`src/rtl/elevator_pkg.sv`:
```
// Shared command encodings, FSM state type and the LOOK decision rule
// used by the elevator dispatcher.
package elevator_pkg;

    localparam logic [1:0] CMD_IDLE  = 2'b00;
    localparam logic [1:0] CMD_UP    = 2'b01;
    localparam logic [1:0] CMD_DOWN  = 2'b10;
    localparam logic [1:0] CMD_SERVE = 2'b11;

    typedef enum logic [2:0] {
        ST_IDLE,
        ST_MOVE,
        ST_SERVE,
        ST_CLOSE,
        ST_FAULT
    } state_t;

    typedef struct packed {
        logic [1:0] cmd;
        logic       dir_up;
    } decision_t;

    // LOOK rule: serve here first, keep sweeping up while there is work above,
    // otherwise turn toward whatever remains.
    function automatic decision_t decide(input logic here_req,
                                         input logic any_above,
                                         input logic any_below,
                                         input logic dir_up);
        decision_t d;
        d.cmd    = CMD_IDLE;
        d.dir_up = dir_up;
        if (here_req) begin
            d.cmd = CMD_SERVE;
        end else if (dir_up && any_above) begin
            d.cmd = CMD_UP;
        end else if (any_below) begin
            d.cmd    = CMD_DOWN;
            d.dir_up = 1'b0;
        end else if (any_above) begin
            d.cmd    = CMD_UP;
            d.dir_up = 1'b1;
        end
        return d;
    endfunction

endpackage

```
`src/rtl/elevator_dispatch_if.sv`:
```
// Dispatcher <-> car body bus: call requests and body status in, command and status out.
interface elevator_dispatch_if #(
    parameter int N_FLOORS   = 4,
    parameter int FLOOR_BITS = $clog2(N_FLOORS)
);
    logic [N_FLOORS-1:0]   call_req;
    logic [FLOOR_BITS-1:0] cur_floor;
    logic                  serve_completing;
    logic                  served_pulse;
    logic [1:0]            command;
    logic [N_FLOORS-1:0]   pending;
    logic                  dir_up;
    logic                  busy;
    logic                  fault;

    modport master (
        input  call_req, cur_floor, serve_completing, served_pulse,
        output command, pending, dir_up, busy, fault
    );

    modport slave (
        output call_req, cur_floor, serve_completing, served_pulse,
        input  command, pending, dir_up, busy, fault
    );
endinterface

```
`src/rtl/elevator_req_scan.sv`:
```
// Combinational scan of the pending-request vector relative to the car position.
// An out-of-range cur_floor sees nothing here and nothing above.
module elevator_req_scan #(
    parameter int N_FLOORS   = 4,
    parameter int FLOOR_BITS = $clog2(N_FLOORS)
) (
    input  logic [N_FLOORS-1:0]   pending,
    input  logic [FLOOR_BITS-1:0] cur_floor,
    output logic                  here_req,
    output logic                  any_above,
    output logic                  any_below
);

    logic [31:0] floor_ext;

    assign floor_ext = 32'(cur_floor);

    always_comb begin
        here_req  = 1'b0;
        any_above = 1'b0;
        any_below = 1'b0;
        for (int i = 0; i < N_FLOORS; i++) begin
            if (pending[i]) begin
                if (32'(i) == floor_ext) here_req = 1'b1;
                if (32'(i) > floor_ext)  any_above = 1'b1;
                if (32'(i) < floor_ext)  any_below = 1'b1;
            end
        end
    end

endmodule

```
`src/rtl/elevator_dispatch.sv`:
```
// LOOK-scheduling command generator for one elevator car, with request latching
// and a watchdog that parks the controller in FAULT if the car stops advancing.
module elevator_dispatch
    import elevator_pkg::*;
#(
    parameter int N_FLOORS       = 4,
    parameter int FLOOR_BITS     = $clog2(N_FLOORS),
    parameter int TIMEOUT_CYCLES = 128
) (
    input logic                  clk,
    input logic                  rst_n,
    elevator_dispatch_if.master  bus
);

    localparam int WDOG_BITS = $clog2(TIMEOUT_CYCLES + 1);

    state_t                state, state_nxt;
    logic [1:0]            cmd_q, cmd_nxt;
    logic                  dir_q, dir_nxt;
    logic [N_FLOORS-1:0]   pending_q, clr_mask;
    logic [FLOOR_BITS-1:0] prev_floor;
    logic [WDOG_BITS-1:0]  wdog, wdog_nxt;
    logic                  here_req, any_above, any_below, floor_changed;
    decision_t             dec;

    elevator_req_scan #(
        .N_FLOORS  (N_FLOORS),
        .FLOOR_BITS(FLOOR_BITS)
    ) u_scan (
        .pending  (pending_q),
        .cur_floor(bus.cur_floor),
        .here_req (here_req),
        .any_above(any_above),
        .any_below(any_below)
    );

    assign dec           = decide(here_req, any_above, any_below, dir_q);
    assign floor_changed = (bus.cur_floor != prev_floor);

    // A new call in the same cycle as its clear wins, so that floor is served again.
    always_ff @(posedge clk or negedge rst_n) begin
        if (!rst_n) begin
            state      <= ST_IDLE;
            cmd_q      <= CMD_IDLE;
            dir_q      <= 1'b1;
            pending_q  <= '0;
            prev_floor <= '0;
            wdog       <= '0;
        end else begin
            state      <= state_nxt;
            cmd_q      <= cmd_nxt;
            dir_q      <= dir_nxt;
            pending_q  <= (pending_q & ~clr_mask) | bus.call_req;
            prev_floor <= bus.cur_floor;
            wdog       <= wdog_nxt;
        end
    end

    always_comb begin
        state_nxt = state;
        cmd_nxt   = cmd_q;
        dir_nxt   = dir_q;
        wdog_nxt  = '0;
        clr_mask  = '0;
        case (state)
            ST_IDLE: begin
                cmd_nxt = CMD_IDLE;
                if (pending_q != '0) begin
                    cmd_nxt = dec.cmd;
                    dir_nxt = dec.dir_up;
                    case (dec.cmd)
                        CMD_SERVE:       state_nxt = ST_SERVE;
                        CMD_UP, CMD_DOWN: state_nxt = ST_MOVE;
                        default:         state_nxt = ST_IDLE;
                    endcase
                end
            end
            ST_MOVE: begin
                wdog_nxt = wdog + WDOG_BITS'(1);
                if (floor_changed) begin
                    wdog_nxt = '0;
                    cmd_nxt  = dec.cmd;
                    dir_nxt  = dec.dir_up;
                    case (dec.cmd)
                        CMD_SERVE: state_nxt = ST_SERVE;
                        CMD_IDLE:  state_nxt = ST_IDLE;
                        default:   state_nxt = ST_MOVE;
                    endcase
                end else if (wdog >= WDOG_BITS'(TIMEOUT_CYCLES)) begin
                    state_nxt = ST_FAULT;
                    cmd_nxt   = CMD_IDLE;
                    wdog_nxt  = '0;
                end
            end
            // Dropping SERVE on serve_completing keeps the body from reopening the doors.
            ST_SERVE: begin
                cmd_nxt = CMD_SERVE;
                if (bus.serve_completing) begin
                    cmd_nxt   = CMD_IDLE;
                    state_nxt = ST_CLOSE;
                    for (int i = 0; i < N_FLOORS; i++) begin
                        if (32'(i) == 32'(bus.cur_floor)) clr_mask[i] = 1'b1;
                    end
                end
            end
            ST_CLOSE: begin
                cmd_nxt = CMD_IDLE;
                if (bus.served_pulse) state_nxt = ST_IDLE;
            end
            ST_FAULT: begin
                cmd_nxt = CMD_IDLE;
            end
            default: begin
                cmd_nxt   = CMD_IDLE;
                state_nxt = ST_IDLE;
            end
        endcase
    end

    assign bus.command = cmd_q;
    assign bus.pending = pending_q;
    assign bus.dir_up  = dir_q;
    assign bus.busy    = (state != ST_IDLE);
    assign bus.fault   = (state == ST_FAULT);

endmodule

```
`src/flat_wrapper.sv`:
```
// flat-port wrapper written by rule: the top's interface ports become plain ports
module elevator_dispatch_flat import elevator_pkg::*;
#(
    parameter int N_FLOORS       = 4,
    parameter int FLOOR_BITS     = $clog2(N_FLOORS),
    parameter int TIMEOUT_CYCLES = 128
)
  (clk, rst_n, bus_call_req, bus_cur_floor, bus_serve_completing, bus_served_pulse, bus_command, bus_pending, bus_dir_up, bus_busy, bus_fault);
  elevator_dispatch_if #(.N_FLOORS(N_FLOORS), .FLOOR_BITS(FLOOR_BITS)) bus_i ();
  input logic clk;
  input logic rst_n;
  input wire logic [$bits(bus_i.call_req)-1:0] bus_call_req;
  input wire logic [$bits(bus_i.cur_floor)-1:0] bus_cur_floor;
  input wire logic [$bits(bus_i.serve_completing)-1:0] bus_serve_completing;
  input wire logic [$bits(bus_i.served_pulse)-1:0] bus_served_pulse;
  output wire logic [$bits(bus_i.command)-1:0] bus_command;
  output wire logic [$bits(bus_i.pending)-1:0] bus_pending;
  output wire logic [$bits(bus_i.dir_up)-1:0] bus_dir_up;
  output wire logic [$bits(bus_i.busy)-1:0] bus_busy;
  output wire logic [$bits(bus_i.fault)-1:0] bus_fault;
  assign bus_i.call_req = bus_call_req;
  assign bus_i.cur_floor = bus_cur_floor;
  assign bus_i.serve_completing = bus_serve_completing;
  assign bus_i.served_pulse = bus_served_pulse;
  assign bus_command = bus_i.command;
  assign bus_pending = bus_i.pending;
  assign bus_dir_up = bus_i.dir_up;
  assign bus_busy = bus_i.busy;
  assign bus_fault = bus_i.fault;
  elevator_dispatch #(.N_FLOORS(N_FLOORS), .FLOOR_BITS(FLOOR_BITS), .TIMEOUT_CYCLES(TIMEOUT_CYCLES)) u_core (.clk(clk), .rst_n(rst_n), .bus(bus_i));
endmodule
```
`config.mk`:
```
export PLATFORM = sky130hd
export DESIGN_NAME = elevator_dispatch_flat
export DESIGN_NICKNAME = d
export VERILOG_FILES = /design/src/rtl/elevator_pkg.sv /design/src/rtl/elevator_dispatch_if.sv /design/src/rtl/elevator_req_scan.sv /design/src/rtl/elevator_dispatch.sv /design/src/flat_wrapper.sv
export SDC_FILE = /design/constraint.sdc
export NUM_CORES = 1
export LEC_CHECK = 0
export ABC_AREA = 1
export BUFFER_PORTS_ARGS = -buffer_cell sky130_fd_sc_hd__buf_2
export CAP_MARGIN = 20
export CORE_MARGIN = 2
export CORE_UTILIZATION = 59
export DETAILED_ROUTE_END_ITERATION = 7
export PLACE_DENSITY = 0.83
export SETUP_SLACK_MARGIN = 0.02
export SLEW_MARGIN = 10
export SYNTH_ARGS = -nofsm -noshare
export SYNTH_HDL_FRONTEND = slang
export SYNTH_SLANG_ARGS = --single-unit
```
`constraint.sdc`:
```
create_clock -name clk -period 3.35 [get_ports clk]
set_input_delay 0.8375 -clock clk [delete_from_list [all_inputs] [get_ports clk]]
set_output_delay 0.8375 -clock clk [all_outputs]
set_load 0.02 [all_outputs]
```
# After elaboration in Yosys (flattened, before gate mapping)
# Index checks and enable logic that the tools add are counted.
[op_classes]
add_sub_neg = 1
order_cmp = 9
eq_ne = 16
muxes = 55
bitwise = 4
reduce_logical = 11
[ops]
columns = ["op", "n"]
rows = [
  ["$logic_not A32 Y1", 1],
  ["$mux W1", 32],
  ["$mux W8", 3],
  ["$mux W3", 6],
  ["$pmux W3 S5", 1],
  ["$mux W2", 7],
  ["$add A8 B1 Y8 const B", 1],
  ["$ge A8 B8 Y1 const B", 1],
  ["$mux W4", 2],
  ["$pmux W2 S2", 2],
  ["$eq A3 B2 Y1 const B", 2],
  ["$pmux W2 S3", 1],
  ["$reduce_and A5 Y1", 1],
  ["$and A4 B4 Y4", 1],
  ["$eq A2 B2 Y1 const A", 2],
  ["$eq A2 B2 Y1 const B", 2],
  ["$gt A1 B2 Y1 const A", 2],
  ["$gt A2 B2 Y1 const A", 2],
  ["$logic_not A2 Y1", 2],
  ["$lt A1 B2 Y1 const A", 2],
  ["$lt A2 B2 Y1 const A", 2],
  ["$ne A2 B1 Y1 const B", 2],
  ["$ne A2 B2 Y1 const B", 2],
  ["$not A4 Y4", 1],
  ["other kinds (16)", 16],
]
[totals]
regBits = 20
in_bits = 10
wordCells = 102

# Depth between registers and ports, before layout
[depth]
depth_word = 18
mapped_depth = 13
ltp_nobuf = 12

# By module
# Synthesis repeated with hierarchy kept, for this count alone.
[unflattened]
cells_unflattened = 173
area_unflattened_um2 = 1236.2
[modules_own_cells]
columns = ["module", "n_inst", "cells_per_inst", "area_per_inst_um2"]
rows = [
  ["elevator_dispatch", 1, 153, 1147.4],
  ["elevator_req_scan", 1, 20, 88.8],
]

# Worst setup path after synthesis
# Ideal clock, no wire load.
[synth_timing]
kind = "input-to-reg"
startpoint = "in bus_cur_floor[0]"
endpoint = "reg u_core.state[0]"
setup_time_ns = 0.117
arrival_time_ns = 1.850
t_required_ns = 3.233
setup_slack_ns = 1.382
cell_stages = 12
n_path_buf = 1
cell_sequence = "buf_6 -> nor2_4 -> nand2_1 -> nand3_2 -> nand2_1 -> nand2_1 -> nand2_1 -> ha_1 -> nand3_1 -> nand2_1 -> nand2_1 -> nand2_1"
[synth_via]
elab_chain_cells = 18
word_cells_on_any_way = 54
classes_between = "8 x order compare; 8 x eq/ne; 33 x mux; 5 x reduce/logical"
[synth_lines]
columns = ["element", "line", "rtl"]
rows = [
  ["start: declaration", "flat_wrapper.sv:13", "input wire logic [$bits(bus_i.cur_floor)-1:0] bus_cur_floor;"],
  ["$gt A1 B2 Y1", "elevator_req_scan.sv:25", "if (32'(i) > floor_ext) any_above = 1'b1;"],
  ["$mux W1", "elevator_req_scan.sv:25", ""],
  ["$mux W1", "elevator_req_scan.sv:23", "if (pending[i]) begin"],
  ["$mux W1", "elevator_req_scan.sv:25", ""],
  ["$mux W1", "elevator_req_scan.sv:23", ""],
  ["$mux W1", "elevator_req_scan.sv:25", ""],
  ["$mux W1", "elevator_req_scan.sv:23", ""],
  ["$mux W1", "elevator_req_scan.sv:25", ""],
  ["(+2 left out)", "-", ""],
  ["$mux W3", "elevator_pkg.sv:36", "end else if (any_below) begin"],
  ["$mux W2", "elevator_pkg.sv:34", "end else if (dir_up && any_above) begin"],
  ["$mux W2", "elevator_pkg.sv:32", "if (here_req) begin"],
  ["$eq A2 B1 Y1 or $eq A2 B2 Y1 (tied branches)", "elevator_dispatch.sv:71", "case (dec.cmd)"],
  ["$reduce_or A2 Y1", "elevator_dispatch.sv:71", ""],
  ["$pmux W2 S2", "elevator_dispatch.sv:71", ""],
  ["$mux W3", "elevator_dispatch.sv:68", "if (pending_q != '0) begin"],
  ["$pmux W3 S5", "elevator_dispatch.sv:65", "case (state)"],
  ["end signal: assignment", "elevator_dispatch.sv:50", "state <= state_nxt;"],
  ["end: declaration", "elevator_dispatch.sv:17", "state_t state, state_nxt;"],
]
# Several ways; a longest one is shown, not always the timed one. The select of a mux whose other input is x is not followed.
# A chain may end at the register's enable or synchronous reset.

# Worst setup path after layout
[layout_timing]
startpoint = "reg u_core.state[1]"
endpoint = "out bus_fault"
[layout_via]
elab_chain_cells = 1
[layout_lines]
columns = ["element", "line", "rtl"]
rows = [
  ["$eq A3 B3 Y1", "elevator_dispatch.sv:124", "assign bus.fault = (state == ST_FAULT);"],
  ["end: declaration", "flat_wrapper.sv:20", "output wire logic [$bits(bus_i.fault)-1:0] bus_fault;"],
]
# No other way between the ends.

==> impl_metrics.toml <==
[power]
p_total_mw = 0.815
ir_drop_mv = 0.367
p_clk_share_pct = 24.7
power_frac_comb_pct = 36.4
p_switching_mw = 0.312
netSwitchingFraction_pct = 38.2
power.leakage_nw = 0.718
internal_power_mw = 0.504
seqPwrFrac_pct = 38.9
power_density_mw_per_mm2 = 612

[synthesis]
ys_top_cells_by_area = "dfrtp_1 (40%), nand2_1 (16%), nor2_1 (6.7%)"
avgSynthCellArea_um2 = 7.37
synth_top_area_share_pct = 40.3
syn_area_mm2 = 0.00118
synth.most_common_cell = "nand2_1"
synth-edff-count = 0
ys_seq_elements = 20
synth_commonest_cells = "nand2_1 (50), nor2_1 (21), inv_1 (20)"
async_flop_share_pct = 100
seq_area_frac_synth_pct = 42.6
synth_top_area_cell = "dfrtp_1"
syn_nets = 173
syn_inst = 160
yosysWarnings = 0
synth_ff_type = "dfrtp_1"
yosys.cell_types.count = 22

[finish]
finalInstanceArea_mm2 = 0.00133
instances_no_fill = 207
area_delta_synth_final_pct = 13.1
fin_nets = 194
diodes = 0
drive_above_1_share_pct = 22.2

[sta]
fin_skew_ns = 0.00898
setup_tns_ns = 0
slew_violations = 0
slew_headroom_pct = 70.4
setup_violations = 0
post-route-min-period_ns = 2.08
fin_crit_sh_pct = 62.0
tightest_slew_ns = 0.445
hold_viol = 0
fmax_mhz = 482
rsz0062_at_grt = "false"
fin_ws_ns = 1.27

[die]
fp.dieW_um = 48.7
rows = 16
start_util_pct = 61.3
dieHeight_um = 48.7
core_area_mm2 = 0.00192
io_pins = 19
die_area_mm2 = 0.00237

[worst_setup_path]
cp-start-kind = "flip-flop"
critPathCaptureType = "output port"
reg2reg_from = "u_core.bus.pending[0]"
endpoint = "bus_fault"
cp.arrival_ns = 1.24
r2r_slack_ns = 1.81
required_ns = 2.51
cp-startpoint = "u_core.state[1]"
critical_path.max_fanout = 4
critPathKind = "reg2out"
r2r_end = "u_core.state[0]"
reg2reg_depth = 12

[run]
cap_viol_max_count = 0

[placed_design]
place_ws_ns = 1.16
placed_area_mm2 = 0.00128
numPortBuffers = 18
place.gp.congestion = 0.840
hpwl_um = 1710
dp.cells = 203

[global_route]
grt.total_usage_pct = 21.8
grt_pass1_vias = 991
grt_max_degree = 21
grt-ovfl-total = 0
antenna_found_initial = 0
grt_pass1_wl_um = 4020

[clock_network]
ctsHoldBuffers = 0
clock_latency_ns = 0.32
postCtsResizedCells = 0
cts_sinks = 20
cts_setup_buffers = 0
cts.path.max_buffers = 2
path_clk_slew_ns = 0.12
tritoncts = "built"
htreeDepth = 1
root_buffer = "clkbuf_4"
cts_buffers = 3

[route]
viasPerCell = 5.09
drt_wl_total_um = 2170
wl_per_cell_um = 10.5
vias = 1053
drcViolationCount = 0
ant_nets = 0
drt_iter0_markers = 27
dr.pass1.iters = 4

[run_status]
status = "finished clean"

[hold_path]
hp-class = "in2async"
[state kept, by name, indices dropped and copies added (netlist names)]
signal and cells:
u_core.state 3, u_core.bus.dir_up 1, u_core.bus.command 2, u_core.wdog 8
u_core.bus.pending 4, u_core.prev_floor 2
[layout make-up]
class                           count  area, µm²
Tap cell                           27       33.8
Fill cell                         165        589
Clock buffer                        3       22.5
Sequential cell                    20        502
Clock inverter                      1       30.0
Inverter                           23       87.6
Timing Repair Buffer               18       90.1
Multi-Input combinational cell    115        567
[placed cells by master (no fill, tap or decap)]
cell type / count
nand2_1: 50
nor2_1: 21
inv_1: 20
dfrtp_1: 19
buf_2: 18
nand3_1: 15
nor2_2: 5
nor3_1: 4
nand2_2: 4
ha_1: 3
clkbuf_4: 3
inv_2: 2
nor2_4: 2
nand3_2: 2
o21ai_0: 2
a21oi_1: 2
o21bai_1: 1
nand3_4: 1
xor2_1: 1
clkinv_2: 1
a211oi_1: 1
a21o_1: 1
bufinv_16: 1
dfstp_2: 1
[critical path, cell delays in order, from the launching register on]
cell and delay, ns:
dfrtp_1 0.46, nor3_1 0.26, buf_2 0.21
[per-layer routing]
metal | GRT usage (%) | wire [µm] | vias to the layer above | part of all wire [%]
li1 | - | - | 534 | -
met1 | 29.1 | 995 | 489 | 46
met2 | 35.4 | 1020 | 25 | 47
met3 | 2.78 | 112 | 5 | 5.2
met4 | 10.5 | 44 | 0 | 2.0
met5 | 0 | 0 | - | 0
[worst min-delay path by stage]
stage	from	endpoint	depth (start not counted)
final	rst_n	u_core.state[0]	1
after global routing	rst_n	u_core.state[0]	1
after CTS	rst_n	u_core.bus.pending[0]	1
after detailed placement	u_core.bus.dir_up	u_core.bus.dir_up	2
after global placement	u_core.bus.dir_up	u_core.bus.dir_up	2
after floorplan	u_core.wdog[0]	u_core.wdog[0]	1
[logic make-up (layout without fill, tap and decap cells)]
kind of cell | after synthesis | after routing | synth area share, %
AND/OR/NAND/NOR | 104 | 104 | 40.6
buffers and inverters | 25 | 45 | 9.34
flip-flops | 20 | 20 | 42.6
AO/OA/AOI/OAI | 7 | 7 | 3.61
adder cells (fa/ha/maj) | 3 | 3 | 3.19
XOR/XNOR | 1 | 1 | 0.743
[per-stage QoR]
step	utilization (%)	hold slack, ns
final	69.3	0.442
after global placement	66.6	0.462
after floorplan	-	0.450
after CTS	69.3	0.456
after detailed placement	66.6	0.473
after global routing	69.3	0.465
[power by group through the flow]
| stage | Clock [mW] | Combinational, mW | Sequential (mW) |
|---|---|---|---|
| finish | 0.201 | 0.297 | 0.317 |
| global route | 0.215 | 0.338 | 0.324 |
| CTS | 0.205 | 0.299 | 0.317 |
| detailed placement | 0 | 0.298 | 0.322 |
| global placement | 0 | 0.288 | 0.320 |
| floorplan | 0 | 0.199 | 0.343 |
No activity file was read; power rests on OpenSTA's default activity.
